File: src/rtl/perf_stat_dump.sv
// Performance-statistics unit: counts core events until halt, then streams the
// frozen counters out as 16-bit beats over a valid/ready handshake.
module perf_stat_dump #(
  parameter int CNT_W = 32
) (
  input  logic        clk,
  input  logic        rst,
  input  logic        regWrite,
  input  logic        memWrite,
  input  logic        halt,
  input  logic        iCacheReq,
  input  logic        iCacheHit,
  input  logic        dCacheReq,
  input  logic        dCacheHit,
  input  logic        outReady,
  output logic        outValid,
  output logic [15:0] outData,
  output logic [2:0]  outId,
  output logic        outLast,
  output logic        done,
  output logic        hitNoReqErr
);

  localparam int BEATS = CNT_W / 16;
  localparam int SW    = (BEATS > 1) ? $clog2(BEATS) : 1;
  localparam logic [CNT_W-1:0] CNT_MAX = {CNT_W{1'b1}};
  localparam logic [CNT_W-1:0] CNT_ONE = CNT_W'(1);
  localparam logic [SW-1:0]    SLICE_TOP = SW'(BEATS - 1);

  typedef enum logic [1:0] {
    S_COUNT,
    S_DUMP,
    S_DONE
  } state_t;

  state_t           r_state;
  logic [CNT_W-1:0] r_cnt [6];
  logic [SW-1:0]    r_slice;

  logic [5:0]       w_inc;
  logic [CNT_W-1:0] w_cnt_nxt [6];
  logic             w_hit_err;
  logic             w_last_slice;
  logic [2:0]       w_nid;
  logic [SW-1:0]    w_nslice;

  function automatic logic [CNT_W-1:0] sat_inc(input logic [CNT_W-1:0] v,
                                               input logic en);
    if (en && (v != CNT_MAX)) return v + CNT_ONE;
    return v;
  endfunction

  function automatic logic [15:0] slice16(input logic [CNT_W-1:0] v,
                                          input logic [SW-1:0] s);
    return v[16*s +: 16];
  endfunction

  always_comb begin
    w_inc[0] = 1'b1;
    w_inc[1] = regWrite | memWrite | halt;
    w_inc[2] = iCacheReq;
    w_inc[3] = iCacheHit & iCacheReq;
    w_inc[4] = dCacheReq;
    w_inc[5] = dCacheHit & dCacheReq;
    for (int i = 0; i < 6; i++) begin
      w_cnt_nxt[i] = sat_inc(r_cnt[i], w_inc[i]);
    end
    w_hit_err = (iCacheHit & ~iCacheReq) | (dCacheHit & ~dCacheReq);
  end

  // Next beat position: walk slices high to low, then move to the next counter.
  always_comb begin
    w_last_slice = (r_slice == '0);
    w_nid        = w_last_slice ? (outId + 3'd1) : outId;
    w_nslice     = w_last_slice ? SLICE_TOP : (r_slice - SW'(1));
  end

  always_ff @(posedge clk) begin
    if (rst) begin
      r_state     <= S_COUNT;
      for (int i = 0; i < 6; i++) r_cnt[i] <= '0;
      r_slice     <= '0;
      outValid    <= 1'b0;
      outData     <= '0;
      outId       <= '0;
      outLast     <= 1'b0;
      done        <= 1'b0;
      hitNoReqErr <= 1'b0;
    end else begin
      case (r_state)
        S_COUNT: begin
          for (int i = 0; i < 6; i++) r_cnt[i] <= w_cnt_nxt[i];
          if (w_hit_err) hitNoReqErr <= 1'b1;
          if (halt) begin
            // First beat comes from the post-increment value so the halt cycle is included.
            r_state  <= S_DUMP;
            outValid <= 1'b1;
            outId    <= 3'd0;
            r_slice  <= SLICE_TOP;
            outData  <= slice16(w_cnt_nxt[0], SLICE_TOP);
            outLast  <= 1'b0;
          end
        end
        S_DUMP: begin
          if (outReady) begin
            if (outLast) begin
              r_state  <= S_DONE;
              outValid <= 1'b0;
              outLast  <= 1'b0;
              done     <= 1'b1;
            end else begin
              outId   <= w_nid;
              r_slice <= w_nslice;
              outData <= slice16(r_cnt[w_nid], w_nslice);
              outLast <= (w_nid == 3'd5) && (w_nslice == '0);
            end
          end
        end
        S_DONE: begin
          outValid <= 1'b0;
          outLast  <= 1'b0;
          done     <= 1'b1;
        end
        default: r_state <= S_COUNT;
      endcase
    end
  end

endmodule
File: config.mk
export PLATFORM = sky130hd
export DESIGN_NAME = perf_stat_dump
export DESIGN_NICKNAME = d
export VERILOG_FILES = /design/src/rtl/perf_stat_dump.sv
export SDC_FILE = /design/constraint.sdc
export NUM_CORES = 1
export LEC_CHECK = 0
export CAP_MARGIN = 20
export CORE_UTILIZATION = 65
export DETAILED_ROUTE_END_ITERATION = 6
export PLACE_DENSITY = 0.93
export SLEW_MARGIN = 0
export SYNTH_ARGS = -nofsm -noshare
export SYNTH_HDL_FRONTEND = slang
export SYNTH_SLANG_ARGS = --single-unit
File: constraint.sdc
create_clock -name clk -period 5 [get_ports clk]
set_input_delay 1.25 -clock clk [delete_from_list [all_inputs] [get_ports clk]]
set_output_delay 1.25 -clock clk [all_outputs]
set_load 0.01 [all_outputs]
# == After elaboration in Yosys (flattened, before gate mapping) ==
# Memory sizes are Yosys's and may differ from the RTL's.
# Index checks and enable logic that the tools add are counted.
# word_totals
reg_bits,26
mem_bits_rw,192
inputBits,10
out_inout_bits,23
elab_cells,121
n_memories,1
# memory_table
memory,words,width,rd,rd_clocked_by_memory_dff,wr,line_no,text
r_cnt,6,32,7,0,6,37,logic [CNT_W-1:0] r_cnt [6];
# op_classes
addsub,8
eq_ne,13
shifts,1
muxes,57
bitwise,17
n_reduce_logical,16
# ops
op,count
2-to-1 mux 32 bit,18
adder 32 x 1 -> 32 bit (second input constant),6
!= test 32 bit (second input constant),6
2-to-1 mux 16 bit,3
one-hot mux 16 bit (2 select lines),1
indexed part select 32 x 6 -> 16 bit,1
2-to-1 mux 1 bit,22
2-to-1 mux 3 bit,4
AND reduction 4 bit,3
OR 1 bit,9
!= test 2 bit (second input constant),4
logical AND 1 bit,6
2-to-1 mux 2 bit,3
one-hot mux 1 bit (3 select lines),2
one-hot mux 2 bit (3 select lines),1
one-hot mux 3 bit (2 select lines),1
AND reduction 3 bit,2
AND 1 bit,4
NOT 1 bit,4
one-hot mux 1 bit (2 select lines),2
nonzero test 2 bit,2
adder 3 x 1 -> 3 bit (second input constant),1
== test 3 bit (second input constant),1
nonzero test 3 bit,1
other kinds (5),5

# == Depth between registers and ports, before layout ==
# depth
depth_word,7
depth_mapped,9
mapped_depth_nobuf,7

# == Least setup slack after synthesis ==
# OpenSTA, ideal clock, no wires.
# synth_timing
kind,input-to-reg
start,input port halt
end,memory r_cnt[1][0] (enable)
setup_time_ps,428
t_arrival_ps,2864
required_ps,4572
setup_slack_ps,1708
path_stages,2
n_path_buf,0
cell_sequence,o31ai_1 > o21bai_1
# synth_lines
element,line_no,text
"start, declared",10,"input logic halt,"
"end, declared",37,

# == Worst setup path after layout ==
# layout_timing
start,register r_slice
end,register outData[11]
# layout_via
elab_chain_cells,6
elab_cells_between_ends,8
cone_classes,add/sub: 1; shift: 1; mux: 5; memory: 1
# layout_lines
element,line_no,text
"start, declared",38,logic [SW-1:0] r_slice;
"start signal, assigned",113,r_slice <= w_nslice;
2-to-1 mux 3 bit / subtractor 1 bit (equally long branches),"74, 75",
memory (6 x 32 bit) / 2-to-1 mux 1 bit (equally long branches),n/a,
indexed part select 32 x 6 -> 16 bit *,55,return v[16*s +: 16];
2-to-1 mux 16 bit *,106,if (outLast) begin
2-to-1 mux 16 bit *,105,if (outReady) begin
one-hot mux 16 bit (2 select lines) *,90,case (r_state)
"end signal, assigned",100,"outData <= slice16(w_cnt_nxt[0], SLICE_TOP);"
"end signal, assigned",114,"outData <= slice16(r_cnt[w_nid], w_nslice);"
"end, declared",17,"output logic [15:0] outData,"
# Every way passes the cells marked *; elsewhere a longest branch is shown, timed or not. The select of a mux whose other input is x is not followed.
# A chain may end at the register's enable or synchronous reset.

==> results_dict.tcl <==
set metrics [dict create \
    dieArea_sq_mm 0.02140 \
    worstSetupPathType "reg -> reg" \
    drtAntennaViolNets 0 \
    syn-num-nets 1365 \
    floorplan.core_area_sq_mm 0.02030 \
    wl_met3_microns 6071 \
    min_from "done" \
    num_vias 11720 \
    post_route_cells_drive_above_1_share_pct 8.112 \
    timing.hold.ws_ns 0.4866 \
    placed_area_sq_mm 0.01403 \
    max_slew_margin_pct 26.97 \
    stdcell_area_sq_mm 0.01491 \
    synthDistinctLibCells 66 \
    max-vdd-ir-drop_mv 0.2569 \
    die_x_microns 146.3 \
    worstSetupStartpointType "flip-flop" \
    die_h_microns 146.3 \
    grt_antenna_before_repair 3 \
    ff_latch_area_sq_mm 0.006291 \
    numCtsBuffers 24 \
    hold_buffers 0 \
    yosys_most_used_dff "edfxtp_1" \
    cts.repair_timing.setup_buffer_count 0 \
    finish_stage_setup_viols 0 \
    synth_cells 1342 \
    r2r_start "r_slice" \
    dr.pass1.iters 7 \
    cts_max_path_buffers 3 \
    gpl.final_weighted_congestion 0.9871 \
    post_cts_clock_slew_at_the_launch_and_capture_registers_of_the_worst_setup_and_hold_paths_ns 0.06 \
    critical_path.endpoint_type "flip-flop" \
    max_freq_mhz 305.1 \
    tritoncts "yes" \
    clkPwrFrac_pct 25.8 \
    syn-cell-area_sq_mm 0.01353 \
    setup-tns-final_ns 0 \
    switching_power_uw 2854 \
    slew_viol_final 0 \
    hold_viol 0 \
    yosys_register_bits 218 \
    synth_top_area_share_pct 42.60 \
    detailroute.wirelength.met2_microns 17180 \
    nNetsFinal 1361 \
    critical_path.max_fanout 35 \
    synth_area_per_cell_sq_um 10.08 \
    sw_share_pct 37.68 \
    setup.worst_path.start "r_slice" \
    cap_violations 0 \
    worst-endpoint-arrival_ns 3.66 \
    overall_track_demand_over_capacity_in_global_routing_pct 36.60 \
    portBuffers 32 \
    first_global_vias 11080 \
    grt_max_degree 118 \
    grt_setup_unrepaired "false" \
    synth-seq-area-share_pct 46.45 \
    first_pass_grt_wire_length_microns 61180 \
    final.min_clock_period_ns 3.278 \
    drt_iter0_drc 2138 \
    route.top_layer_used "met5" \
    synth.top_cells.by_area "edfxtp_1 43%, mux4_2 5.5%, nor2_1 5.2%" \
    intPower_uw 4720 \
    detailed_place_hpwl_microns 25890 \
    worstMarginPinSlew_ns 1.093 \
    synth_top_cell_by_area "edfxtp_1" \
    sequentialPowerShare_pct 47.1 \
    multi_input_comb_area_sq_mm 0.006838 \
    run_status "finished with violations" \
    per_cell_routed_wire_length_microns 23.74 \
    worstHoldPathType "reg -> reg" \
    violations_in_the_final_reports "design-rule violations" \
    static-leakage-power_uw 0.004747 \
    routed_wirelength_microns 38650 \
    synth-async-reset-ratio_pct 0 \
    min_period_over_period_pct 65.56 \
    cell_pwr_density_mw_per_mm2 508.0 \
    clock_tree.htree_level_count 1 \
    syn2layout_area_growth_pct 10.16 \
    filler_cell_count 1272 \
    synth-edff-count 192 \
    pin_count 33 \
    worstPathRequired_ns 5.38 \
    route.layer.met1.wl_microns 13390 \
    comb_power_share_pct 27.2 \
    fin_skew_ns 0.02441 \
    drt-vias-per-instance 7.200 \
    drc 1 \
    yosys_warnings 0 \
    root_buffer "clkbuf_16" \
    grt.overflow.total 0 \
    cts_sinks 218 \
    placement_rows 52 \
    floorplan.initialDensity_pct 66.67 \
    worstSkewPairLatency_ns 0.53 \
    cts_resizes 0 \
]
-- registers in the layout (all words and copies together) (netlist names) --
name,cells
r_cnt,192
outData,16
outId,3
r_state,2
done,1
hitNoReqErr,1
outLast,1
outValid,1
r_slice,1
-- metrics by stage --
step	total power (uW)	instances	utilization, %	worst slack [ns]
floorplan	4610	1342	-	1.708
global placement	5330	1582	69.13	1.399
detailed placement	5449	1582	69.13	1.286
CTS	7426	1626	73.42	1.766
global route	7812	1626	73.42	1.529
finish	7574	1628	73.44	1.722
-- cell usage after synthesis (all sizes together), types with 3 or more instances --
cell     number
a21oi        57
o32a          4
inv          31
and3         30
mux2          6
or3          42
nor3b        13
ha           13
nand4        48
a2111oi       5
xnor2        79
buf          16
or2           7
dfxtp        26
nor2        187
a22oi         4
and4         15
o221ai        4
a211o         8
a32oi         5
and2         17
a211oi        8
o22ai         6
or4          10
nand3        72
nor4         27
o21ai        52
edfxtp      192
a221oi       10
nor3         35
clkbuf       61
nor2b        10
o31ai         4
nand2b        7
mux2i        23
nand3b        4
o311ai        3
o211ai       10
xor2         61
mux4         33
nand2        70
-- power by group through the flow --
| stage | sequential, uW | clock, uW | combinational [uW] |
|---|---|---|---|
| floorplan | 3140 | 0 | 1470 |
| global placement | 3460 | 0 | 1870 |
| detailed placement | 3500 | 0 | 1950 |
| CTS | 3480 | 1940 | 2000 |
| global route | 3600 | 2020 | 2190 |
| finish | 3560 | 1950 | 2060 |
-- placed cells by master, fill, tap and decap left out, types with 6 or more instances in the layout --
master and n:
mux2_2 6, o21ai_0 50, mux2i_1 23, nand2_1 70, inv_1 31, edfxtp_1 192, or4_1 10, buf_4 14
nor2_1 187, nor3_1 34, mux4_2 33, nand4_1 46, nor3b_1 13, clkdlybuf4s50_1 32, nor2b_1 10, a21oi_1 57
a211oi_1 8, nand3_1 72, nand2b_1 6, and4_1 15, or2_2 7, o22ai_1 6, dfxtp_1 24, nor4_1 27
xor2_1 61, clkbuf_16 25, o211ai_1 10, a221oi_1 10, xnor2_1 79, and2_1 16, and3_1 30, a211o_1 8
or3_1 41, ha_1 13
-- critical path: stages, from the launching register on --
cell and delay (ns):
dfxtp_2 0.84, mux2i_1 0.92, mux4_2 0.60, nor3b_1 0.15, nor3b_1 0.46, o32ai_1 0.15
-- routing by layer --
metal	vias up	track usage [%]
met2	976	55.64
met1	5523	49.34
met5	-	0
met4	2	16.61
li1	5040	-
met3	181	9.781
-- worst paths after layout --
check / endpoint / slack [ns] / depth (start not counted)
worst max register to register: outData[11] / 1.72 / 5
worst min register to register: done / 0.49 / 2
worst max-delay path: outData[11] / 1.72 / 5
worst min-delay path: done / 0.49 / 2
-- layout make-up --
class,count,area share [%]
diodes,2,0.03357
clock buffers,28,4.406
clock inverters,16,1.435
inverters,32,0.8057
multi-input cells,1015,45.87
flip-flops and latches,218,42.20
well taps,270,2.266
repair buffers,47,2.988
-- kinds of logic (layout without fill, tap and decap cells) --
group	after synthesis	in the layout	share of synthesized area, %
xor+xnor	140	140	9.061
mux	62	62	7.692
compound gates	199	199	9.542
fa+ha+maj	13	13	1.202
buf+inv	109	123	3.106
flops	218	218	46.45
other cells	0	2	0
simple gates	601	601	22.95
(Power assumes the default switching activity.)
